`src/rtl/data_mem_arbiter.sv`:
```
// data_mem_arbiter
//   Shares the single-port data memory between the core datapath (port C)
//   and an external host/debug port (port H). At most one access is granted
//   per cycle. The core has fixed priority, but a host request that has been
//   denied HOST_MAX_WAIT consecutive cycles is granted on the next cycle.
//
// Ports
//   clk, nReset                     clock (rising edge), async active-low reset
//   CoreReq/WE/Addr/WData  (in)     core request bundle
//   CoreGnt, CoreStall     (out)    core grant; stall = CoreReq & ~CoreGnt
//   CoreRData, CoreRValid  (out)    registered read data and 1-cycle valid
//   HostReq/WE/Addr/WData  (in)     host request bundle
//   HostGnt                (out)    host grant
//   HostRData, HostRValid  (out)    registered read data and 1-cycle valid
//   MemWE, MemAddr, MemWData (out)  memory write enable, address, write data
//   MemRData               (in)     combinational memory read data
module data_mem_arbiter #(
  parameter int unsigned ADDR_WIDTH    = 6,
  parameter int unsigned DATA_WIDTH    = 8,
  parameter int unsigned HOST_MAX_WAIT = 4
) (
  input  logic                  clk,
  input  logic                  nReset,
  input  logic                  CoreReq,
  input  logic                  CoreWE,
  input  logic [ADDR_WIDTH-1:0] CoreAddr,
  input  logic [DATA_WIDTH-1:0] CoreWData,
  output logic                  CoreGnt,
  output logic                  CoreStall,
  output logic [DATA_WIDTH-1:0] CoreRData,
  output logic                  CoreRValid,
  input  logic                  HostReq,
  input  logic                  HostWE,
  input  logic [ADDR_WIDTH-1:0] HostAddr,
  input  logic [DATA_WIDTH-1:0] HostWData,
  output logic                  HostGnt,
  output logic [DATA_WIDTH-1:0] HostRData,
  output logic                  HostRValid,
  output logic                  MemWE,
  output logic [ADDR_WIDTH-1:0] MemAddr,
  output logic [DATA_WIDTH-1:0] MemWData,
  input  logic [DATA_WIDTH-1:0] MemRData
);

  localparam int unsigned CW = $clog2(HOST_MAX_WAIT + 1);
  localparam logic [CW-1:0] WAIT_MAX  = CW'(HOST_MAX_WAIT);
  localparam logic [CW-1:0] WAIT_LAST = CW'(HOST_MAX_WAIT - 1);

  typedef enum logic {
    CORE_PRI   = 1'b0,
    HOST_FORCE = 1'b1
  } state_t;

  state_t                state_q, state_d;
  logic [CW-1:0]         wait_cnt_q, wait_cnt_d;
  logic                  core_gnt, host_gnt;
  logic [DATA_WIDTH-1:0] core_rdata_q, core_rdata_d;
  logic [DATA_WIDTH-1:0] host_rdata_q, host_rdata_d;
  logic                  core_rvalid_q, core_rvalid_d;
  logic                  host_rvalid_q, host_rvalid_d;

  always_ff @(posedge clk or negedge nReset) begin
    if (!nReset) begin
      state_q       <= CORE_PRI;
      wait_cnt_q    <= '0;
      core_rdata_q  <= '0;
      host_rdata_q  <= '0;
      core_rvalid_q <= 1'b0;
      host_rvalid_q <= 1'b0;
    end else begin
      state_q       <= state_d;
      wait_cnt_q    <= wait_cnt_d;
      core_rdata_q  <= core_rdata_d;
      host_rdata_q  <= host_rdata_d;
      core_rvalid_q <= core_rvalid_d;
      host_rvalid_q <= host_rvalid_d;
    end
  end

  // Grant selection, starvation counter and state transitions.
  always_comb begin
    core_gnt   = 1'b0;
    host_gnt   = 1'b0;
    state_d    = state_q;
    wait_cnt_d = '0;

    // Grants are suppressed while reset is held so nothing reaches memory.
    if (nReset) begin
      case (state_q)
        CORE_PRI: begin
          core_gnt = CoreReq;
          host_gnt = HostReq & ~CoreReq;
        end
        HOST_FORCE: begin
          host_gnt = HostReq;
          core_gnt = CoreReq & ~HostReq;
        end
        default: begin
          core_gnt = 1'b0;
          host_gnt = 1'b0;
        end
      endcase
    end

    // Counts consecutive denied host cycles; any host grant or idle host clears it.
    if (HostReq && !host_gnt) begin
      wait_cnt_d = (wait_cnt_q == WAIT_MAX) ? wait_cnt_q : wait_cnt_q + 1'b1;
    end

    case (state_q)
      CORE_PRI: begin
        if (HostReq && !host_gnt && (wait_cnt_q == WAIT_LAST)) begin
          state_d = HOST_FORCE;
        end
      end
      HOST_FORCE: begin
        // The forced slot is consumed by any grant, even one that goes to
        // the core because the host dropped its request.
        if (core_gnt || host_gnt) begin
          state_d    = CORE_PRI;
          wait_cnt_d = '0;
        end
      end
      default: state_d = CORE_PRI;
    endcase
  end

  // Read-return registers: capture memory data for the port that won a read.
  always_comb begin
    core_rdata_d  = core_rdata_q;
    host_rdata_d  = host_rdata_q;
    core_rvalid_d = core_gnt & ~CoreWE;
    host_rvalid_d = host_gnt & ~HostWE;
    if (core_rvalid_d) core_rdata_d = MemRData;
    if (host_rvalid_d) host_rdata_d = MemRData;
  end

  // Memory port mux; idle cycles present zeros.
  always_comb begin
    MemWE    = 1'b0;
    MemAddr  = '0;
    MemWData = '0;
    if (core_gnt) begin
      MemWE    = CoreWE;
      MemAddr  = CoreAddr;
      MemWData = CoreWData;
    end else if (host_gnt) begin
      MemWE    = HostWE;
      MemAddr  = HostAddr;
      MemWData = HostWData;
    end
  end

  assign CoreGnt    = core_gnt;
  assign HostGnt    = host_gnt;
  assign CoreStall  = CoreReq & ~core_gnt;
  assign CoreRData  = core_rdata_q;
  assign CoreRValid = core_rvalid_q;
  assign HostRData  = host_rdata_q;
  assign HostRValid = host_rvalid_q;

endmodule

```
`config.mk`:
```
export PLATFORM = sky130hd
export DESIGN_NAME = data_mem_arbiter
export DESIGN_NICKNAME = d
export VERILOG_FILES = /design/src/rtl/data_mem_arbiter.sv
export SDC_FILE = /design/constraint.sdc
export NUM_CORES = 1
export LEC_CHECK = 0
export ABC_CLOCK_PERIOD_IN_PS = 1750
export BUFFER_PORTS_ARGS = -buffer_cell sky130_fd_sc_hd__buf_2
export CAP_MARGIN = 20
export CORE_MARGIN = 4
export CORE_UTILIZATION = 31
export DETAILED_ROUTE_END_ITERATION = 10
export GPL_ROUTABILITY_DRIVEN = 0
export PLACE_DENSITY_LB_ADDON = 0.05
export SYNTH_ARGS = -nofsm -noshare
export SYNTH_HDL_FRONTEND = slang
export SYNTH_SLANG_ARGS = --single-unit
```
`constraint.sdc`:
```
create_clock -name clk -period 1.75 [get_ports clk]
set_input_delay 0.35 -clock clk [delete_from_list [all_inputs] [get_ports clk]]
set_output_delay 0.35 -clock clk [all_outputs]
set_load 0.01 [all_outputs]
```
==> impl_table.tex <==
\begin{tabular}{lr}
\hline
Metric & Value \\
\hline
\multicolumn{2}{l}{\textbf{Cells and area}} \\
Share of cells above drive strength 1 & 68.0\% \\
Area of the multi-input gates & around 530 um2 \\
FF+latch area & $\sim$550 um2 \\
Final design area excluding fillers & 1660 um2 \\
Number of cells in the finished layout apart from fillers & 215 \\
Fill count & 344 \\
Post-layout net count & about 220 \\
Diode count & 0 \\
Area growth syn-to-layout & 51.8\% \\
\multicolumn{2}{l}{\textbf{Setup path}} \\
Depth of the worst register-to-register path & 4 \\
Startpoint of the worst-slack reg-to-reg timing path & state\_q\$\_DFF\_PN0\_ \\
Critical Path Source Type & flip-flop \\
Setup Crit Path Kind & flip-flop to primary output \\
Largest stage delay on the critical path & 0.39 ns \\
Cells along the critical path & nand2b\_4, and3\_4, a22o\_1, buf\_2 \\
Worst Path Buf+Inv & 1 \\
CP max-delay cell & sky130\_fd\_sc\_hd\_\_dfrtp\_1 \\
WP data arrival & 1.45 ns \\
Worst-case register-to-register setup slack & about 0.27 ns \\
Cell class contributing the biggest share of worst-path delay & flip-flops \\
CP required & between 1 and 1.5 ns \\
Kind of capture point of the worst setup path & primary output \\
Endpoint of the lowest-slack register-to-register path & CoreRData[4]\$\_DFFE\_PN0P\_ \\
Highest fanout seen on the critical path & 15 \\
\multicolumn{2}{l}{\textbf{GRT}} \\
Via count of the first global-routing pass & 997 \\
Initial antenna violation count & 0 \\
First-pass GRT wire length & 4350 um \\
Remaining global-route overflow & 0 \\
All-layer global routing usage & between 10\% and 20\% \\
Largest net degree at the start of global routing & 18 \\
\multicolumn{2}{l}{\textbf{Route}} \\
Number of design-rule violations left by the first detailed-router iteration & 11 \\
Per-cell via count in the routed design & about 4.7 \\
Pre-antenna DRT Iters & 4 \\
Total number of vias & 1012 \\
Post-route ant nets & 0 \\
Detailed-route wire length & 3090 um \\
\# DRC & 0 \\
Routed len/inst & approximately 14 um \\
\multicolumn{2}{l}{\textbf{Clock network}} \\
H-tree lvl count & 1 \\
Buffer type at the clock tree root & sky130\_fd\_sc\_hd\_\_clkbuf\_4 \\
TritonCTS clock tree & yes \\
Number of buffers created by CTS & 3 \\
Later-pin clock latency in the skew report & approximately 0.30 ns \\
Bufs on Longest Clock Path & 2 \\
Count of clock tree sinks & 22 \\
Clock transition at the register clock pins on the worst setup and hold paths after CTS & roughly 0.11 ns \\
Number of hold buffers added after cts & 0 \\
\multicolumn{2}{l}{\textbf{STA}} \\
Relative slew slack & 76.2\% \\
Sum of negative setup slack & -0.524 ns \\
Hold Fails Final Rpt & 0 \\
RSZ-0062 raised after global routing & yes \\
WHS & $\sim$0.056 ns \\
Tightest Pin Transition & 0.355 ns \\
Final setup margin & -0.0545 ns \\
Worst-case clock skew & approximately 0.0035 ns \\
Max Freq & $\sim$550 MHz \\
Final max-slew violation count & 0 \\
Fraction of the cycle the final worst path needs & 103\% \\
\# setup viols final & 15 \\
Shortest period the worst path allows & between 1.5 and 2 ns \\
\multicolumn{2}{l}{\textbf{Die}} \\
Number of placement rows & 21 \\
Core Box Area & about 3400 um2 \\
Die area & roughly 4500 um2 \\
Die boundary height & slightly below 70 um \\
Total I/O pin count & around 80 \\
Starting density of the core & between 30 and 40\% \\
Horizontal extent of the die & 67.4 um \\
\multicolumn{2}{l}{\textbf{Pwr}} \\
Sw Ratio & between 20 and 30\% \\
NetSw & around 400 uW \\
Clock network fraction of total power & about a fifth \\
Leakage power & between 0.0009 and 0.001 uW \\
Worst voltage drop across the vdd grid & between 0.4 and 0.5 mV \\
Logic pwr share & between 30\% and 40\% \\
Sequential share of power & between 40\% and 50\% \\
Total power per unit cell area & $\sim$840 nW/um2 \\
Int Power & 993 uW \\
\multicolumn{2}{l}{\textbf{Logic synthesis}} \\
Cells after synthesis & 83 \\
Library cells used by synthesis & 19 \\
Number of storage elements in the synthesis netlist & 22 \\
Post-synthesis net count & around 130 \\
Share of the synthesized area in the top cell type & between 50\% and 60\% \\
Yosys synthesis warning count & 0 \\
Main area contributors after synthesis & sky130\_fd\_sc\_hd\_\_dfrtp\_1 (50\%), sky130\_fd\_sc\_hd\_\_mux2\_2 (19\%), sky130\_fd\_sc\_hd\_\_a22o\_1 (11\%), sky130\_fd\_sc\_hd\_\_ha\_1 (3.4\%), sky130\_fd\_sc\_hd\_\_and3\_1 (2.3\%) \\
Top flip-flop cell by instance count after synthesis & sky130\_fd\_sc\_hd\_\_dfrtp\_1 \\
FFs w/ async S/R, synth & 100\% \\
Cell taking the most area after synthesis & sky130\_fd\_sc\_hd\_\_dfrtp\_1 \\
Syn Area/Cell & 13.2 um2 \\
Synth Cell Area & $\sim$1100 um2 \\
Sequential element share of the synthesized area & around 50\% \\
Number of enable flip-flop cells after synthesis & 0 \\
Leading post-synthesis cells by instance count & sky130\_fd\_sc\_hd\_\_dfrtp\_1 (22), sky130\_fd\_sc\_hd\_\_mux2\_2 (18), sky130\_fd\_sc\_hd\_\_a22o\_1 (14) \\
Most repeated cell in the gate-level netlist after synthesis & sky130\_fd\_sc\_hd\_\_dfrtp\_1 \\
\multicolumn{2}{l}{\textbf{Outcome}} \\
Run status & finished, violations left \\
Violations in the final reports & setup timing \\
\multicolumn{2}{l}{\textbf{Hold path}} \\
Hold WC Path Type & input port to asynchronous set/reset pin \\
\multicolumn{2}{l}{\textbf{Placed design}} \\
DP Wirelength & around 2400 um \\
Number of buffers added on ports & 77 \\
Placed instance area & between 1500 and 2000 um2 \\
Cells after DPL & $\sim$210 \\
Post-Place Worst Slack & approximately 0.11 ns \\
\multicolumn{2}{l}{\textbf{Run}} \\
Max capacitance violation total & 0 \\
\hline
\end{tabular}
-- metrics by stage --
step	utilization (%)	power, uW
6_report	49.4	1400
5_1_grt	49.4	1500
4_1_cts	48.4	1410
3_5_place_dp	46.8	1130
3_3_place_gp	46.8	1120
2_1_floorplan	-	900
-- power by group through the flow --
stage               clock network [uW]  registers [uW]  logic (uW)
finish                             267             653         478
global route                       310             668         523
CTS                                285             656         473
detailed placement                   0             666         461
global placement                     0             664         454
floorplan                            0             712         188
-- cell families (layout without fill, tap and decap cells) --
kind of cell | Yosys count | in the layout | synth area share [%]
flip-flops | 22 | 22 | 50.3
AND/OR/NAND/NOR | 12 | 12 | 7.89
buffers and inverters | 8 | 94 | 3.43
AO/OA/AOI/OAI | 19 | 19 | 15.7
multiplexers | 18 | 18 | 18.5
adder cells (fa/ha/maj) | 3 | 3 | 3.43
XOR/XNOR | 1 | 1 | 0.800
-- how the worst max path moves through the flow --
stage / end / cells after the start / slack (ns) / from
2_1_floorplan: MemAddr[3] / 5 / 0.08 / state_q$_DFF_PN0_
3_3_place_gp: MemWData[7] / 6 / 0.13 / CoreReq
3_5_place_dp: MemWData[1] / 6 / 0.11 / CoreReq
4_1_cts: MemAddr[4] / 4 / -0.06 / state_q$_DFF_PN0_
5_1_grt: MemWData[0] / 4 / -0.11 / state_q$_DFF_PN0_
6_report: MemAddr[4] / 4 / -0.05 / state_q$_DFF_PN0_
-- sequential cells by signal (all words and copies together), names as in the netlist --
name and cells:
CoreRData 8, state_q 1, HostRData 8, wait_cnt_q 3, CoreRValid 1, HostRValid 1
-- cell type report --
cell class / count / share of cell area (%)
well taps: 46 / 3.46
repair buffers: 86 / 28.7
inverters: 4 / 0.904
flip-flops and latches: 22 / 33.1
multi-input cells: 53 / 31.6
clock buffers: 4 / 2.18
-- per-layer routing --
layer	GRT usage, %	vias to the layer above	wire length, um	part of all wire (%)
li1	-	476	-	-
met1	14.9	481	1170	38
met2	21.2	53	1540	50
met3	3.49	2	371	12
met4	4.56	0	15	0.49
met5	0	-	0	0
-- cell usage in the layout, fill, tap and decap left out, types with 2 or more instances in the layout --
| cell type | Yosys | routed |
|---|---|---|
| sky130_fd_sc_hd__buf_2 | 3 | 75 |
| sky130_fd_sc_hd__dfrtp_1 | 22 | 22 |
| sky130_fd_sc_hd__mux2_2 | 18 | 18 |
| sky130_fd_sc_hd__a22o_1 | 14 | 14 |
| sky130_fd_sc_hd__buf_4 | 1 | 6 |
| sky130_fd_sc_hd__buf_6 | 0 | 5 |
| sky130_fd_sc_hd__inv_1 | 4 | 4 |
| sky130_fd_sc_hd__nand2_1 | 3 | 3 |
| sky130_fd_sc_hd__and3_1 | 4 | 3 |
| sky130_fd_sc_hd__ha_1 | 3 | 3 |
| sky130_fd_sc_hd__clkbuf_4 | 0 | 3 |
| sky130_fd_sc_hd__a21oi_1 | 2 | 2 |
-- timing repair --
| item | CTS | global route |
|---|---|---|
| setup endpoints to repair | 15 | 16 |
| gates cloned | 0 | 2 |
| buffers inserted | 2 | 0 |
| resized for setup | 5 | 6 |
| pin swaps | 2 | 2 |
Power figures use the tool's default switching activity.
